`src/rtl/seg7_seq_if.sv`:
```
// Control and index bus between the top-level controls and the 7-segment
// message sequencer.
interface seg7_seq_if;
  logic       run;
  logic       step;
  logic       dir;
  logic       load;
  logic [3:0] load_idx;
  logic [3:0] counter;
  logic       tick;
  logic       wrap;
  logic       busy;

  modport master (
    output run, step, dir, load, load_idx,
    input  counter, tick, wrap, busy
  );

  modport slave (
    input  run, step, dir, load, load_idx,
    output counter, tick, wrap, busy
  );
endinterface

```
`src/rtl/seg7_sequencer.sv`:
```
// Sequencer for the 7-segment message decoder. It walks a 4-bit index over
// 0..LAST_IDX at a programmable rate, scrolls in either direction, and
// supports pause/single-step and direct load. Between repeats it can insert
// a blank gap, shown as index 4'hF.
module seg7_sequencer #(
  parameter int TICK_DIV  = 10_000_000,
  parameter int LAST_IDX  = 9,
  parameter int GAP_TICKS = 2
) (
  input  logic       clk,
  input  logic       rst,
  seg7_seq_if.slave  bus
);

  localparam int PW = $clog2(TICK_DIV);
  localparam int GW = (GAP_TICKS > 1) ? $clog2(GAP_TICKS) : 1;

  localparam logic [3:0]    LAST      = 4'(LAST_IDX);
  localparam logic [3:0]    BLANK_IDX = 4'hF;
  localparam logic [PW-1:0] PRE_LAST  = PW'(TICK_DIV - 1);
  localparam logic [GW-1:0] GAP_LAST  = GW'(GAP_TICKS - 1);

  typedef enum logic [1:0] {
    ST_STOPPED,
    ST_RUNNING,
    ST_BLANK
  } state_t;

  state_t          state_q, state_d;
  logic [3:0]      cnt_q, cnt_d;
  logic [PW-1:0]   presc_q, presc_d;
  logic [GW-1:0]   gap_q, gap_d;
  logic            tick_q, tick_d;
  logic            wrap_q, wrap_d;
  logic            tc;
  logic [4:0]      adv;

  // One step in the given direction: {message_end, next_index}. At the end
  // the returned index is the restart value for that direction.
  function automatic logic [4:0] advance(input logic [3:0] idx, input logic down);
    if (!down) begin
      if (idx >= LAST) return {1'b1, 4'd0};
      return {1'b0, idx + 4'd1};
    end
    if (idx == 4'd0 || idx > LAST) return {1'b1, LAST};
    return {1'b0, idx - 4'd1};
  endfunction

  function automatic logic [3:0] restart(input logic down);
    return down ? LAST : 4'd0;
  endfunction

  function automatic logic [3:0] clamp(input logic [3:0] idx);
    return (idx > LAST) ? LAST : idx;
  endfunction

  // Next-state, prescaler, gap and output computation; load overrides all.
  always_comb begin
    state_d = state_q;
    cnt_d   = cnt_q;
    presc_d = '0;
    gap_d   = gap_q;
    wrap_d  = 1'b0;
    tc      = (state_q != ST_STOPPED) && (presc_q == PRE_LAST);
    tick_d  = tc;
    adv     = advance(cnt_q, bus.dir);

    if (state_q != ST_STOPPED && !tc) begin
      presc_d = presc_q + PW'(1);
    end

    if (bus.load) begin
      cnt_d   = clamp(bus.load_idx);
      presc_d = '0;
      gap_d   = '0;
      state_d = bus.run ? ST_RUNNING : ST_STOPPED;
    end else begin
      unique case (state_q)
        ST_STOPPED: begin
          if (bus.step) begin
            cnt_d  = adv[3:0];
            wrap_d = adv[4];
          end
          if (bus.run) state_d = ST_RUNNING;
        end
        ST_RUNNING: begin
          if (!bus.run) begin
            state_d = ST_STOPPED;
            presc_d = '0;
          end else if (tc) begin
            cnt_d = adv[3:0];
            if (adv[4]) begin
              wrap_d = 1'b1;
              if (GAP_TICKS > 0) begin
                cnt_d   = BLANK_IDX;
                gap_d   = '0;
                state_d = ST_BLANK;
              end
            end
          end
        end
        ST_BLANK: begin
          if (!bus.run) begin
            // Leave the gap showing the restart index, never 4'hF.
            state_d = ST_STOPPED;
            cnt_d   = restart(bus.dir);
            gap_d   = '0;
            presc_d = '0;
          end else if (tc) begin
            if (gap_q == GAP_LAST) begin
              cnt_d   = restart(bus.dir);
              gap_d   = '0;
              state_d = ST_RUNNING;
            end else begin
              gap_d = gap_q + GW'(1);
            end
          end
        end
        default: begin
          state_d = ST_STOPPED;
          cnt_d   = 4'd0;
        end
      endcase
    end
  end

  // State and output registers with asynchronous reset.
  always_ff @(posedge clk or posedge rst) begin
    if (rst) begin
      state_q <= ST_STOPPED;
      cnt_q   <= 4'd0;
      presc_q <= '0;
      gap_q   <= '0;
      tick_q  <= 1'b0;
      wrap_q  <= 1'b0;
    end else begin
      state_q <= state_d;
      cnt_q   <= cnt_d;
      presc_q <= presc_d;
      gap_q   <= gap_d;
      tick_q  <= tick_d;
      wrap_q  <= wrap_d;
    end
  end

  assign bus.counter = cnt_q;
  assign bus.tick    = tick_q;
  assign bus.wrap    = wrap_q;
  assign bus.busy    = (state_q != ST_STOPPED);

endmodule
```
`src/flat_wrapper.sv`:
```
// flat-port wrapper written by rule: the top's interface ports become plain ports
module seg7_sequencer_flat 
#(
  parameter int TICK_DIV  = 10_000_000,
  parameter int LAST_IDX  = 9,
  parameter int GAP_TICKS = 2
)
  (clk, rst, bus_run, bus_step, bus_dir, bus_load, bus_load_idx, bus_counter, bus_tick, bus_wrap, bus_busy);
  seg7_seq_if bus_i ();
  input  logic clk;
  input  logic rst;
  input wire logic [$bits(bus_i.run)-1:0] bus_run;
  input wire logic [$bits(bus_i.step)-1:0] bus_step;
  input wire logic [$bits(bus_i.dir)-1:0] bus_dir;
  input wire logic [$bits(bus_i.load)-1:0] bus_load;
  input wire logic [$bits(bus_i.load_idx)-1:0] bus_load_idx;
  output wire logic [$bits(bus_i.counter)-1:0] bus_counter;
  output wire logic [$bits(bus_i.tick)-1:0] bus_tick;
  output wire logic [$bits(bus_i.wrap)-1:0] bus_wrap;
  output wire logic [$bits(bus_i.busy)-1:0] bus_busy;
  assign bus_i.run = bus_run;
  assign bus_i.step = bus_step;
  assign bus_i.dir = bus_dir;
  assign bus_i.load = bus_load;
  assign bus_i.load_idx = bus_load_idx;
  assign bus_counter = bus_i.counter;
  assign bus_tick = bus_i.tick;
  assign bus_wrap = bus_i.wrap;
  assign bus_busy = bus_i.busy;
  seg7_sequencer #(.TICK_DIV(TICK_DIV), .LAST_IDX(LAST_IDX), .GAP_TICKS(GAP_TICKS)) u_core (.clk(clk), .rst(rst), .bus(bus_i));
endmodule
```
`config.mk`:
```
export PLATFORM = sky130hd
export DESIGN_NAME = seg7_sequencer_flat
export DESIGN_NICKNAME = d
export VERILOG_FILES = /design/src/rtl/seg7_seq_if.sv /design/src/rtl/seg7_sequencer.sv /design/src/flat_wrapper.sv
export SDC_FILE = /design/constraint.sdc
export NUM_CORES = 1
export LEC_CHECK = 0
export ABC_CLOCK_PERIOD_IN_PS = 3000
export CAP_MARGIN = 20
export CORE_MARGIN = 3
export CORE_UTILIZATION = 46
export DETAILED_ROUTE_END_ITERATION = 8
export MAX_ROUTING_LAYER = met4
export PLACE_DENSITY = 0.65
export REMOVE_ABC_BUFFERS = 1
export SYNTH_ARGS = -nofsm -noshare
export SYNTH_HDL_FRONTEND = slang
export SYNTH_SLANG_ARGS = --single-unit
```
`constraint.sdc`:
```
create_clock -name clk -period 3 [get_ports clk]
set_input_delay 0.6 -clock clk [delete_from_list [all_inputs] [get_ports clk]]
set_output_delay 0.6 -clock clk [all_outputs]
set_load 0.02 [all_outputs]
```
==> qor.txt, run 1 <==
Chip Height: 75.45 microns
cell taking the most area after synthesis: dfrtp_1
vias in the first global route: 1,611
# fillers: 419
max cap viols: 0
CTS sink cnt: 33
cell with the most instances after synthesis: dfrtp_1
Yosys reg bits: 33
Nets: 276
initial antenna violation count: 0
largest net degree at the start of global routing: 34
global-route wire length before repair: 7.652 mm
Layout Area Growth over Synthesis: 12.75%
WP data required: 2.40 ns
crit path DAT: 1.91 ns
Peak Freq: 398.7 MHz
Mapped Cells: 241
final setup violation count: 0
post-synthesis sequential area ratio: 37.23%
final hold vios: 0
Area contributors post-synth: dfrtp_1 37%, nor2_1 5.2%, xnor2_1 4.7%, ha_1 4.5%, xor2_1 4.3%
min Tclk post-route: 2.508 ns
Yosys top cell area share: 37.23%
Syn Std Cell Area: 2218 sq um
grt ovf: 0
Num CTS Buffers: 5
RSZ-0062 raised after global routing: no
initial drt markers: 122
residual DRC count: 0
worst skew pair latency: 0.28 ns
worst vdd ir: 0.0003593 V
CTS tree: done
crit start category: flop
DR vias: 1,723
total track usage: 18.00%
DRT antenna net count: 0
Post-synth top cells: 33 x dfrtp_1, 31 x nor2_1, 16 x nand2_1, 15 x inv_1, 12 x xnor2_1
Setup Buffers After CTS: 0
# hold bufs at CTS: 0
hold depth: 1
# resized after CTS: 0
Die Span X: 75.45 microns
maximum fanout along the worst path: 10
# rows: 24
Register-to-Register Path Depth: 7
worst-margin pin slew: 0.8499 ns
HPWL after detailed placement: 3.290 mm
# IOs: 17
Primary FF master, synth: dfrtp_1
CTS Root Cell: clkbuf_8
Initial Util: 49.25%
CP Capture Type: primary output
post-route setup TNS: 0 ns
worst min path class: flop to flop
PwrDens: 664.2 nW/um^2
layout cells sized above 1: 12.02%
clk slew on worst S/H paths: 0.06 ns
total power: 1.661 mW
post-synthesis cell type count: 55
CTS Buffer Depth: 2
status: complete, no violations
H-Tree Depth: 2
Post-synth EDFFs: 0
Tcrit/Tclk final: 83.61%
critical path class: flop to primary output
input/output buffers: 16
core box area: 4504 sq um
number of diodes: 0
die area: 5692 sq um
GP Congestion: 0.8501
skew final: 0.004625 ns
number of iterations in the first detailed-routing pass: 4
syn avg cell area: 9.205 sq um
Slew HR: 42.82%
vias per cell: 5.558
Ys Warns: 0
Final Max Slew Viols: 0
Pleak: 1.041 nW
drt wl/cell: 14.59 microns
asr flop ratio synth: 100.0%
drt total wl: 4.522 mm
path summary, 6_finish.rpt:
check,end,slack (ns),start
worst min-delay path,u_core.presc_q[0]$_DFF_PP0_,0.52,u_core.presc_q[0]$_DFF_PP0_
min in group asynchronous,u_core.presc_q[2]$_DFF_PP0_,0.71,rst
worst max register to register,u_core.state_q[0]$_DFFE_PP0P_,0.55,u_core.bus.counter[0]$_DFFE_PP0P_
worst min register to register,u_core.presc_q[0]$_DFF_PP0_,0.52,u_core.presc_q[0]$_DFF_PP0_
worst max-delay path,bus_busy,0.49,u_core.state_q[0]$_DFFE_PP0P_
max in group asynchronous,u_core.bus.wrap$_DFF_PP0_,2.00,rst
metrics by stage:
step                setup slack, ns  instance area, sq um  std cells  util [%]  hold slack [ns]
floorplan                    0.6522                  2160        231         -           0.4753
global placement             0.3525                  2415        303     53.61           0.5128
detailed placement           0.3299                  2415        303     53.61           0.5151
CTS                          0.4922                  2501        310     55.53           0.5224
global route                 0.3782                  2501        310     55.53           0.5488
finish                       0.4917                  2501        310     55.53           0.5241
flip-flops by register name, summed over array words and instances, names as in the netlist:
name                flops
u_core.gap_q            1
u_core.presc_q         24
u_core.bus.counter      4
u_core.state_q          2
u_core.bus.tick         1
u_core.bus.wrap         1
cell type report:
cell class / count / area (sq um) / share of cell area, %
clock buffer: 7 / 86.33 / 3.452
inverter: 15 / 56.30 / 2.251
multi-input combinational: 183 / 1277 / 51.08
sequential: 33 / 825.8 / 33.02
tap: 52 / 65.06 / 2.601
timing repair buffer: 20 / 190.2 / 7.604
kinds of logic (layout without fill, tap and decap cells):
group | count (synthesis) | in the layout | share of synthesized area (%)
buffers and inverters | 25 | 42 | 5.189
DFF | 33 | 33 | 37.22
xor gates and xnor gates | 23 | 23 | 9.081
AOI/OAI and AO/OA | 39 | 39 | 12.63
adders and majority gates | 8 | 8 | 4.512
and+or+nand+nor | 109 | 109 | 29.33
muxes | 4 | 4 | 2.030
critical path, stage by stage (launching register included):
cell and delay, ns:
dfrtp_1 0.40, inv_1 0.09, ha_1 0.37, inv_1 0.18, clkdlybuf4s50_1 0.58
power by group:
part           switching [mW]  internal (mW)
Sequential             0.0841          0.488
Clock                   0.151          0.182
Combinational           0.411          0.344
cells in the final DEF, fill, tap and decap left out, drive strengths merged, types with 5 or more instances in the layout:
master,n
inv,15
dfrtp,33
and2,5
a21oi,10
clkbuf,7
nand3,10
xor2,11
nor2,32
nand4,9
nor3,6
nand2,16
xnor2,12
ha,8
clkdlybuf4s50,16
routing by layer:
metal,GRT usage [%],vias to the layer above,wire [microns]
li1,-,885,-
met1,26.12,809,2314
met2,25.50,23,2007
met3,3.562,6,155
met4,5.049,0,44
met5,-,-,0
Power figures use the tool's default switching activity.
==> run 2, diff against run 1 <==
--- a/config.mk
+++ b/config.mk
@@ -5,7 +5,7 @@
 export SDC_FILE = /design/constraint.sdc
 export NUM_CORES = 1
 export LEC_CHECK = 0
-export ABC_CLOCK_PERIOD_IN_PS = 3000
+export ABC_CLOCK_PERIOD_IN_PS = 2500
 export CAP_MARGIN = 20
 export CORE_MARGIN = 3
 export CORE_UTILIZATION = 46
==> constraint.sdc (replaced) <==
create_clock -name clk -period 2.5 [get_ports clk]
set_input_delay 0.5 -clock clk [delete_from_list [all_inputs] [get_ports clk]]
set_output_delay 0.5 -clock clk [all_outputs]
set_load 0.02 [all_outputs]
==> run 2 against run 1 <==
Effect of this change: non-clock buffer count is 8 higher; routed wire length is 5.4% higher; count of clock-buffer cells in the layout stayed put; worst hold slack better by 0.0087 ns; combinational power is 39% higher; total power is 27% higher; register-to-register slack worse by 0.36 ns; clock skew is 0.00072 ns lower; critical endpoint is now u_core.state_q[1]$_DFFE_PP0P_; first-iteration DRC count is 9.0% higher; sequential power is 14% higher; final cell count is 2.6% higher; sequential share of layout area is 0.96 points lower.
==> qor.txt, run 2 (synthesis results as in run 1) <==
critical path class: flop to flop
grt ovf: 0 (unchanged)
CTS Root Cell: clkbuf_8
# IOs: 17 (unchanged)
HPWL after detailed placement: 3.443 mm (+4.7%)
Slew HR: 73.15% (+30 points)
H-Tree Depth: 2 (unchanged)
reg2reg setup slack: 0.19 ns (-0.36 ns)
Buf/Inv on CP: 1 (-2)
Peak Freq: 432.3 MHz
status: complete, no violations
Setup Buffers After CTS: 0 (unchanged)
Pleak: 1.079 nW (+3.7%)
core box area: 4504 sq um (unchanged)
Initial Util: 49.25% (unchanged)
Num CTS Buffers: 5 (unchanged)
GP Congestion: 0.9178 (+8.0%)
# rows: 24 (unchanged)
total track usage: 18.90% (+0.90 points)
drt wl/cell: 14.99 microns (+2.7%)
final core area utilization: 57.19% (+1.7 points)
Final Max Slew Viols: 0 (unchanged)
crit-path cells: inv_1 > ha_2 > o21bai_1 > a211o_1 > or2_1 > a311oi_2 > mux2_2
WHS: 0.5328 ns (+0.008749 ns)
slowest cell on the critical path: dfrtp_1
drt total wl: 4.766 mm (+5.4%)
Tcrit/Tclk final: 92.52%
maximum fanout along the worst path: 6 (-4)
Layout Area Growth over Synthesis: 16.13%
# fillers: 408 (-2.6%)
skew final: 0.003901 ns (-0.0007240 ns)
WP depth: 7 (+3)
number of iterations in the first detailed-routing pass: 5 (+1)
leading cell type in the layout, fill and taps excluded: dfrtp_1
reg2reg end: u_core.state_q[1]$_DFFE_PP0P_
initial antenna violation count: 0 (unchanged)
Reg with most FFs: u_core.presc_q
hold depth: 1 (unchanged)
Register Area: 825.8 sq um (unchanged)
DRT antenna net count: 0 (unchanged)
max FFs per register: 24 (unchanged)
Die Span X: 75.45 microns (unchanged)
CTS tree: done
worst skew pair latency: 0.28 ns (about the same)
CTS sink cnt: 33 (unchanged)
worst setup path end: u_core.state_q[1]$_DFFE_PP0P_
vias per cell: 5.585 (+0.48%)
RSZ-0062 raised after global routing: no
FF-to-FF Start: u_core.bus.counter[1]$_DFFE_PP0P_
clk slew on worst S/H paths: 0.06 ns (about the same)
WP data required: 2.66 ns (+0.26 ns)
crit path launch: u_core.bus.counter[1]$_DFFE_PP0P_
Max stage delay on crit path: 0.43 ns (-0.15 ns)
CTS Buffer Depth: 2 (unchanged)
die area: 5692 sq um (unchanged)
worst-margin pin slew: 0.3973 ns (-0.4526 ns)
number of diodes: 0 (unchanged)
CP delay by family, top: compound AO/OA/AOI/OAI gates
initial drt markers: 133 (+9.0%)
min Tclk post-route: 2.313 ns
global-route wire length before repair: 7.969 mm (+4.1%)
final hold vios: 0 (unchanged)
# hold bufs at CTS: 0 (unchanged)
Register-to-Register Path Depth: 7 (unchanged)
vias in the first global route: 1,608 (-0.19%)
PwrDens: 815.8 nW/um^2 (+23%)
worst min path class: flop to flop
residual DRC count: 0 (unchanged)
CP Capture Type: flop
DR vias: 1,776 (+3.1%)
commonest cells after routing, fill and taps aside: 33 x dfrtp_1, 31 x nor2_1, 16 x nand2_1, 16 x clkdlybuf4s50_1, 15 x inv_1
area of the multi-input gates: 1292 sq um (+1.2%)
Chip Height: 75.45 microns (unchanged)
Nets: 284 (+2.9%)
crit path DAT: 2.47 ns (+0.56 ns)
layout cells sized above 1: 15.41% (+3.4 points)
# resized after CTS: 0 (unchanged)
final setup violation count: 0 (unchanged)
worst vdd ir: 0.0005758 V (+60%)
largest net degree at the start of global routing: 34 (unchanged)
max cap viols: 0 (unchanged)
input/output buffers: 16 (unchanged)
crit start category: flop
==> run 2: cell count changes in the layout (fill, tap and decap cells not counted), sizes merged <==
| cell | previous run | this run |
|---|---|---|
| buf | 4 | 12 |
==> run 2: per-layer routing <==
layer  global-route usage (%)  up-vias  part of all wire, %
li1                         -      904                    -
met4                    3.495        0                 0.63
met5                        -        -                    0
met1                    28.33      833                   51
met2                    25.79       34                   44
met3                    4.881        5                  3.9
==> run 2: where the power goes <==
part | internal, mW | switching (mW) | leakage, nW | total, mW
Combinational | 0.488 | 0.561 | 0.584 | 1.05
Clock | 0.218 | 0.181 | 0.0443 | 0.399
Sequential | 0.587 | 0.0659 | 0.451 | 0.653
Total | 1.29 | 0.808 | 1.08 | 2.10
==> run 2: cell type report <==
type | count | area share (%)
Timing Repair Buffer | 28 | 9.713
Inverter | 15 | 2.186
Tap cell | 52 | 2.525
Multi-Input combinational cell | 183 | 50.17
Sequential cell | 33 | 32.05
Clock buffer | 7 | 3.351
==> run 2: stage by stage <==
step	worst slack, ns	instances	setup TNS, ns	area [sq um]	power, mW
finish	0.1870	318	0	2576	2.102
global route	0.02992	318	0	2576	2.275
CTS	0.1236	318	0	2561	2.079
detailed placement	-0.05248	311	-0.1038	2475	1.672
global placement	-0.04044	311	-0.08034	2475	1.667
floorplan	0.1522	231	0	2160	1.302
==> run 2: worst register-to-register path, delay by kind of cell (launching register included) <==
kind / cells / cell delay, ns
AOI/OAI and AO/OA: 3 / 0.73
muxes: 1 / 0.37
and+or+nand+nor: 1 / 0.25
buffers and inverters: 1 / 0.16
adders and majority gates: 1 / 0.25
DFF: 1 / 0.43
==> run 2: worst min path at each step <==
stage	start	to	slack (ns)
6_report	u_core.presc_q[0]$_DFF_PP0_	u_core.presc_q[0]$_DFF_PP0_	0.53
3_5_place_dp	u_core.presc_q[0]$_DFF_PP0_	u_core.presc_q[0]$_DFF_PP0_	0.52
4_1_cts	u_core.presc_q[0]$_DFF_PP0_	u_core.presc_q[0]$_DFF_PP0_	0.53
3_3_place_gp	u_core.presc_q[0]$_DFF_PP0_	u_core.presc_q[0]$_DFF_PP0_	0.52
5_1_grt	u_core.presc_q[0]$_DFF_PP0_	u_core.presc_q[0]$_DFF_PP0_	0.58
2_1_floorplan	u_core.presc_q[0]$_DFF_PP0_	u_core.presc_q[0]$_DFF_PP0_	0.48
